`config.mk`:
```
export PLATFORM = sky130hd
export DESIGN_NAME = sseg_scanner
export DESIGN_NICKNAME = d
export VERILOG_FILES = /design/src/rtl/sseg_scanner.sv
export SDC_FILE = /design/constraint.sdc
export NUM_CORES = 1
export LEC_CHECK = 0
export ABC_AREA = 1
export BUFFER_PORTS_ARGS = -buffer_cell sky130_fd_sc_hd__buf_2
export CAP_MARGIN = 20
export CORE_AREA = 2 2 78 80
export CTS_CLUSTER_SIZE = 10
export DETAILED_ROUTE_END_ITERATION = 6
export DIE_AREA = 0 0 80 82
export HOLD_SLACK_MARGIN = 0.03
export PLACE_DENSITY_LB_ADDON = 0.2
export SYNTH_ARGS = -nofsm -noshare
export SYNTH_HDL_FRONTEND = slang
export SYNTH_SLANG_ARGS = --single-unit
export TNS_END_PERCENT = 10
```
`constraint.sdc`:
```
create_clock -name clock -period 2.9 [get_ports clock]
set_input_delay 0.29 -clock clock [delete_from_list [all_inputs] [get_ports clock]]
set_output_delay 0.29 -clock clock [all_outputs]
set_load 0.005 [all_outputs]
```
`src/rtl/sseg_scanner.sv`:
```
// Recovers the hex digits shown on a multiplexed, active-low seven-segment display
// by sampling the segment/anode pins and capturing each digit once it has been stable.
module sseg_scanner #(
   parameter int NDIGITS       = 4,
   parameter int STABLE_CYCLES = 16
) (
   input  logic                   clock,
   input  logic                   reset,
   input  logic [6:0]             sseg,
   input  logic [NDIGITS-1:0]     anode,
   input  logic                   clear,
   output logic [4*NDIGITS-1:0]   hexa,
   output logic [NDIGITS-1:0]     valid,
   output logic [NDIGITS-1:0]     error,
   output logic                   update,
   output logic                   scan_state
);

   typedef enum logic {TRACK = 1'b0, HOLD = 1'b1} state_t;

   localparam int PW = NDIGITS + 7;
   localparam int CW = (STABLE_CYCLES > 1) ? $clog2(STABLE_CYCLES) : 1;
   localparam logic [CW-1:0] LAST = CW'(STABLE_CYCLES - 1);

   state_t          state;
   logic [CW-1:0]   cnt;
   logic [PW-1:0]   s1, s2, prev;
   logic [NDIGITS-1:0] s2_anode;
   logic [6:0]      s2_sseg;
   logic            changed;
   logic            one_digit;
   logic [3:0]      nib;
   logic            legal;

   assign s2_anode   = s2[PW-1:7];
   assign s2_sseg    = s2[6:0];
   assign changed    = (s2 != prev);
   assign one_digit  = $onehot(~s2_anode);
   assign scan_state = state;

   // Only the sixteen canonical hex glyphs are legal; everything else is an error.
   always_comb begin
      nib   = 4'h0;
      legal = 1'b1;
      case (s2_sseg)
         7'h40: nib = 4'h0;
         7'h79: nib = 4'h1;
         7'h24: nib = 4'h2;
         7'h30: nib = 4'h3;
         7'h19: nib = 4'h4;
         7'h12: nib = 4'h5;
         7'h02: nib = 4'h6;
         7'h78: nib = 4'h7;
         7'h00: nib = 4'h8;
         7'h10: nib = 4'h9;
         7'h08: nib = 4'hA;
         7'h03: nib = 4'hB;
         7'h46: nib = 4'hC;
         7'h21: nib = 4'hD;
         7'h06: nib = 4'hE;
         7'h0E: nib = 4'hF;
         default: legal = 1'b0;
      endcase
   end

   always_ff @(posedge clock or posedge reset) begin
      if (reset) begin
         s1     <= '1;
         s2     <= '1;
         prev   <= '1;
         state  <= TRACK;
         cnt    <= '0;
         hexa   <= '0;
         valid  <= '0;
         error  <= '0;
         update <= 1'b0;
      end else begin
         s1     <= {anode, sseg};
         s2     <= s1;
         prev   <= s2;
         update <= 1'b0;
         if (clear) begin
            valid <= '0;
            error <= '0;
         end
         // Capture writes come after the clear so the captured digit wins.
         case (state)
            TRACK: begin
               if (changed) begin
                  cnt <= '0;
               end else if (cnt == LAST) begin
                  state <= HOLD;
                  if (one_digit) begin
                     update <= 1'b1;
                     for (int i = 0; i < NDIGITS; i++) begin
                        if (!s2_anode[i]) begin
                           if (legal) begin
                              hexa[4*i +: 4] <= nib;
                              valid[i]       <= 1'b1;
                              error[i]       <= 1'b0;
                           end else begin
                              valid[i]       <= 1'b0;
                              error[i]       <= 1'b1;
                           end
                        end
                     end
                  end
               end else begin
                  cnt <= cnt + CW'(1);
               end
            end
            HOLD: begin
               if (changed) begin
                  cnt   <= '0;
                  state <= TRACK;
               end
            end
            default: state <= TRACK;
         endcase
      end
   end

endmodule

```
Yosys cells after proc, flatten, opt, wreduce, memory -nomap -nowiden
Index checks and enable logic that the tools add are counted.
Word-level totals
  flip-flop bits (word level): 63
  input bits: 14
Cells by class
  muxes and demuxes: 34
  equality and inequality tests: 20
  bitwise logic cells: 7
  add/sub/neg operators: 4
  reductions and logical operators: 7
Operator list (number)
  4-bit case mux with 15 select lines: 1
  4-bit two-way mux: 13
  7-bit == test, second input constant: 4
  6-bit AND reduction: 4
  7-bit by 5-bit == test with 1-bit output, second input constant: 3
  7-bit by 6-bit == test with 1-bit output, second input constant: 3
  1-bit two-way mux: 18
  16-bit OR reduction: 1
  7-bit by 2-bit == test with 1-bit output, second input constant: 2
  7-bit by 4-bit == test with 1-bit output, second input constant: 2
  11-bit inequality test: 1
  4-bit case mux with 2 select lines: 1
  7-bit by 3-bit == test with 1-bit output, second input constant: 1
  7-bit logical NOT: 1
  1-bit inverter: 6
  1-bit by 1-bit adder with 2-bit output: 2
  4-bit by 1-bit adder with 4-bit output, second input constant: 1
  4-bit == test, second input constant: 1
  4-bit inverter: 1
  2-bit by 2-bit adder with 3-bit output: 1
  3-bit by 1-bit == test with 1-bit output, second input constant: 1
  3-bit inequality test, second input constant: 1
  2-bit by 1-bit inequality test with 1-bit output, second input constant: 1
  1-bit case mux with 2 select lines: 1
  2-bit AND reduction: 1

Logic depth before layout (Yosys ltp)
  depth after elaboration: 9
  depth in mapped cells: 12
  gate-level depth less buffers: 12

Worst setup path after synthesis
Ideal clock, no wire load.
  kind: reg-to-reg
  from: register s2[10]
  to: register error[0]
  path buffers: 0
  setup slack: 451 ps
  stages on the path, launching flop included: 12
  clock period less this slack: 2449 ps
  library setup time: 119 ps
  data required time: 2781 ps
  arrival: 2330 ps
  cell sequence: dfstp_2 fa_1 inv_1 ha_1 ha_1 inv_1 nand3_1 nor2_2 nand4_4 nor2_4 nand2_2 and2_1
Between the ends
  word-level cells in the longest chain between the ends: 8
RTL lines
  start, declared: RTL line 27  | logic [PW-1:0] s1, s2, prev;
  start signal, assigned: RTL line 69  | s2 <= '1;
  start signal, assigned: RTL line 79  | s2 <= s1;
  4-bit inverter: RTL line 38  | assign one_digit = $onehot(~s2_anode);
  1-bit by 1-bit adder with 2-bit output (implied by the code): RTL line 38
  2-bit by 2-bit adder with 3-bit output (implied by the code): RTL line 38
  3-bit by 1-bit == test with 1-bit output: RTL line 38
  4-bit two-way mux: RTL line 93  | if (one_digit) begin
  4-bit two-way mux: RTL line 91  | end else if (cnt == LAST) begin
  4-bit two-way mux (*): RTL line 89  | if (changed) begin
  4-bit two-way mux (*): RTL line 87  | case (state)
  end signal, assigned: RTL line 84  | error <= '0;
  end signal, assigned by index: RTL line 100  | error[i] <= 1'b0;
  end signal, assigned by index: RTL line 103  | error[i] <= 1'b1;
  end, declared: RTL line 14  | output logic [NDIGITS-1:0] error,
Mark *: on every way between the ends. The rest lies on a longest branch, timed or not.
A chain may end at the register's enable or synchronous reset.

Final worst setup path
  from: register s2[10]
  to: register error[2]
Same word-level chain as after synthesis.

==> impl_metrics.csv <==
group,metric,value,unit
routing,totalWireLength,5.41,mm
global_routing,antenna_found_initial,0,
timing,max_slew_margin,68.9,%
die,fp.dieArea,6560,sq um
setup_path,critical_path_class,"flip-flop to flip-flop",
clocking,cts_buffer_depth,2,
clocking,postCtsSetupRepairBufs,0,
synthesis,synth_seq_cells,63,
clocking,htree_levels,3,
routing,wl_per_cell,12.1,um
synthesis,synth.yosys.seq_area_share,58.0,%
synthesis,synthAdderAreaFrac,2.06,%
synthesis,synth_area,2790,sq um
clocking,numCtsBuffers,9,
timing,fin_ws,0.203,ns
timing,whs,0.345,ns
layout,final_nets,384,
timing,rsz0062_at_grt,"false",
synthesis,ys_top_cells_by_area,"dfstp_2 (31%), dfrtp_1 (27%), nand2_1 (15%)",
timing,setup_viol,0,
synthesis,synth_edf_count,0,
die,die_h,82,um
power_and_ir_drop,powerDensity,573,nW/um^2
routing,drtAntennaViolNets,0,
setup_path,endpoint_kind,"flip-flop",
clocking,clock_latency,0.34,ns
routing,initialDrtViolationCount,68,
clocking,cts_sinks,63,
die,die_w,80,um
layout,drive_gt1_share,31.3,%
routing,dr_total_vias,2105,
synthesis,synth_top_area_share,31.1,%
die,core,5750,sq um
die,initial_core_util,48.6,%
synthesis,syn_inst,304,
routing,drt-pass1-iter-count,4,
run_status,status,"completed",
global_routing,grt_pass1_wl,9.20,mm
setup_path,crit_fanout,6,
timing,hold_violations,0,
timing,setup_tns,0,ns
worst_hold_path,hp-class,"input pin to flip-flop",
setup_path,cp_slowest_cell,"dfstp_2",
timing,finalCriticalPeriod,2.70,ns
synthesis,async_flop_share,100,%
setup_path,slowest_delay,0.62,ns
synthesis,synth.distinct_cells,27,
global_routing,grt_max_degree,26,
layout,fill_cells,504,
setup_path,worstPathRequired,3.13,ns
synthesis,syn_nets,322,
clocking,path_clk_slew,0.07,ns
timing,fin_crit_sh,93.0,%
power_and_ir_drop,peakVddDrop,0.326,mV
layout,syn_to_final_growth,23.3,%
synthesis,yosys_warnings,0,
synthesis,synthSimpleGateAreaFrac,30.9,%
clocking,cts_resized,0,
clocking,root_buffer,"clkbuf_8",
placement,port_buffers,39,
placement,dp_hpwl,4.03,mm
setup_path,crit_arrival,2.93,ns
timing,worst_pin_slew,0.463,ns
timing,fmax,371,MHz
layout,n_antenna_cell,0,
timing,fin_skew,0.00984,ns
synthesis,synthFlopType,"dfstp_2",
synthesis,synth_xor_xnor_area_share,2.20,%
global_routing,grt_pass1_vias,2037,
timing,maxSlewViolCount,0,
run,max_cap_viol_count,0,
power_and_ir_drop,p_leak,1.86,nW
global_routing,grt_use_total,19.0,%
synthesis,synth_top_cell_by_area,"dfstp_2",
placement,place_congestion,0.828,
global_routing,overflow,0,
clocking,cts_tree,"built",
setup_path,startpoint_type,"flip-flop",
routing,drc,0,
die,fp-row-count,28,
routing,viasPerCell,4.72,
die,io_pins,40,
synthesis,avgSynthCellArea,9.18,sq um
synthesis,synth-compound-area-share,1.66,%
placement,pre_cts_ws,0.216,ns
synthesis,yosys-mux-area-fraction,0,%
setup_path,cp_cell_sequence,"fa_1, inv_1, ha_1, ha_1, inv_1, nand3_1, nor2_2, nand4_4, nor2_4, nand2_2, and2_1",
synthesis,synth_top_family_by_area,"simple AND/OR/NAND/NOR gates",
[repair_timing]
action                                 CTS  global route
setup endpoints to repair                0             0
endpoints found under the hold margin   29             1
hold buffers                            11             1
[cell type report]
type | count | area, sq um | share of cell area (%)
Clock buffer | 9 | 124 | 3.60
Timing Repair Buffer | 53 | 330 | 9.60
Tap cell | 75 | 93.8 | 2.73
Inverter | 34 | 128 | 3.71
Clock inverter | 7 | 121 | 3.53
Multi-Input combinational cell | 205 | 1030 | 29.8
Sequential cell | 63 | 1620 | 47.0
[sequential cells by signal, indices dropped and copies added (netlist names)]
register and flops:
hexa 16, s2 11, valid 4, update 1, scan_state 1, error 4, s1 11, cnt 4
prev 11
[power by group]
part	total, mW	leakage (nW)	switching [mW]	internal (mW)
Combinational	0.114	0.970	0.0694	0.0442
Sequential	0.944	0.766	0.0226	0.922
Clock	0.913	0.123	0.340	0.573
[cell usage in the layout (no fill, tap or decap)]
master / synthesis / final
buf_2: 0 / 39
nand4_4: 1 / 1
dfrtp_1: 30 / 30
ha_1: 3 / 3
clkbuf_8: 0 / 9
xor2_1: 3 / 3
a21oi_1: 3 / 3
bufinv_16: 0 / 3
nor2_1: 21 / 21
nand3_2: 1 / 1
inv_1: 30 / 29
nand2_2: 5 / 5
fa_1: 1 / 1
and2_1: 4 / 4
nor2_2: 6 / 6
xnor2_1: 4 / 4
inv_2: 4 / 5
nand3_1: 22 / 22
nand4_1: 6 / 6
clkinv_2: 0 / 1
o211ai_1: 1 / 1
dlygate4sd3_1: 0 / 12
buf_4: 1 / 2
o21ai_2: 1 / 1
or2_2: 1 / 1
o21ai_0: 3 / 3
nand2_1: 109 / 109
clkinv_4: 0 / 3
nor2_4: 5 / 5
dfstp_2: 33 / 33
nor3_1: 4 / 4
nand3_4: 1 / 1
[worst max-delay path: cells and delay by family, from the launching register on]
kind | cells | cell delay (ns)
adder cells (fa/ha/maj) | 3 | 0.79
flip-flops | 1 | 0.62
AND/OR/NAND/NOR | 6 | 1.06
buffers and inverters | 2 | 0.13
[kinds of logic after synthesis]
| kind of cell | after synthesis |
|---|---|
| compound gates | 8 |
| buf+inv | 36 |
| fa+ha+maj | 4 |
| xor+xnor | 7 |
| flops | 63 |
| simple gates | 186 |
[final timing paths]
path                        start       end  slack (ns)  depth (start not counted)
hold reg to reg             s1[5]     s2[5]        0.36                          0
setup / recovery           s2[10]  error[2]        0.20                         11
min in group asynchronous   reset   hexa[7]        0.49                          3
setup reg to reg           s2[10]  error[2]        0.20                         11
max in group asynchronous   reset     s2[4]        1.69                          4
hold / removal              clear  valid[1]        0.35                          4
[synthesized netlist by cell type (4+ instances only)]
library cell  count
and2_1            4
dfrtp_1          30
dfstp_2          33
inv_1            30
inv_2             4
nand2_1         109
nand2_2           5
nand3_1          22
nand4_1           6
nor2_1           21
nor2_2            6
nor2_4            5
nor3_1            4
xnor2_1           4
[per-layer routing]
layer	track usage [%]	share of wire, %	vias to the layer above
li1	-	-	1072
met1	24.8	47	990
met2	29.4	47	33
met3	6.59	3.9	10
met4	6.95	1.6	0
met5	0	0	-
[metrics by stage]
| step | power (mW) | cells | utilization [%] | cell area, sq um |
|---|---|---|---|---|
| after floorplan | 1.03 | 304 | - | 2790 |
| after global placement | 1.06 | 418 | 53.5 | 3080 |
| after detailed placement | 1.06 | 418 | 53.5 | 3080 |
| after CTS | 2.00 | 445 | 59.7 | 3430 |
| after global routing | 2.07 | 446 | 59.9 | 3440 |
| final | 1.97 | 446 | 59.9 | 3440 |
Note: power is estimated with default switching activity, not from simulation.
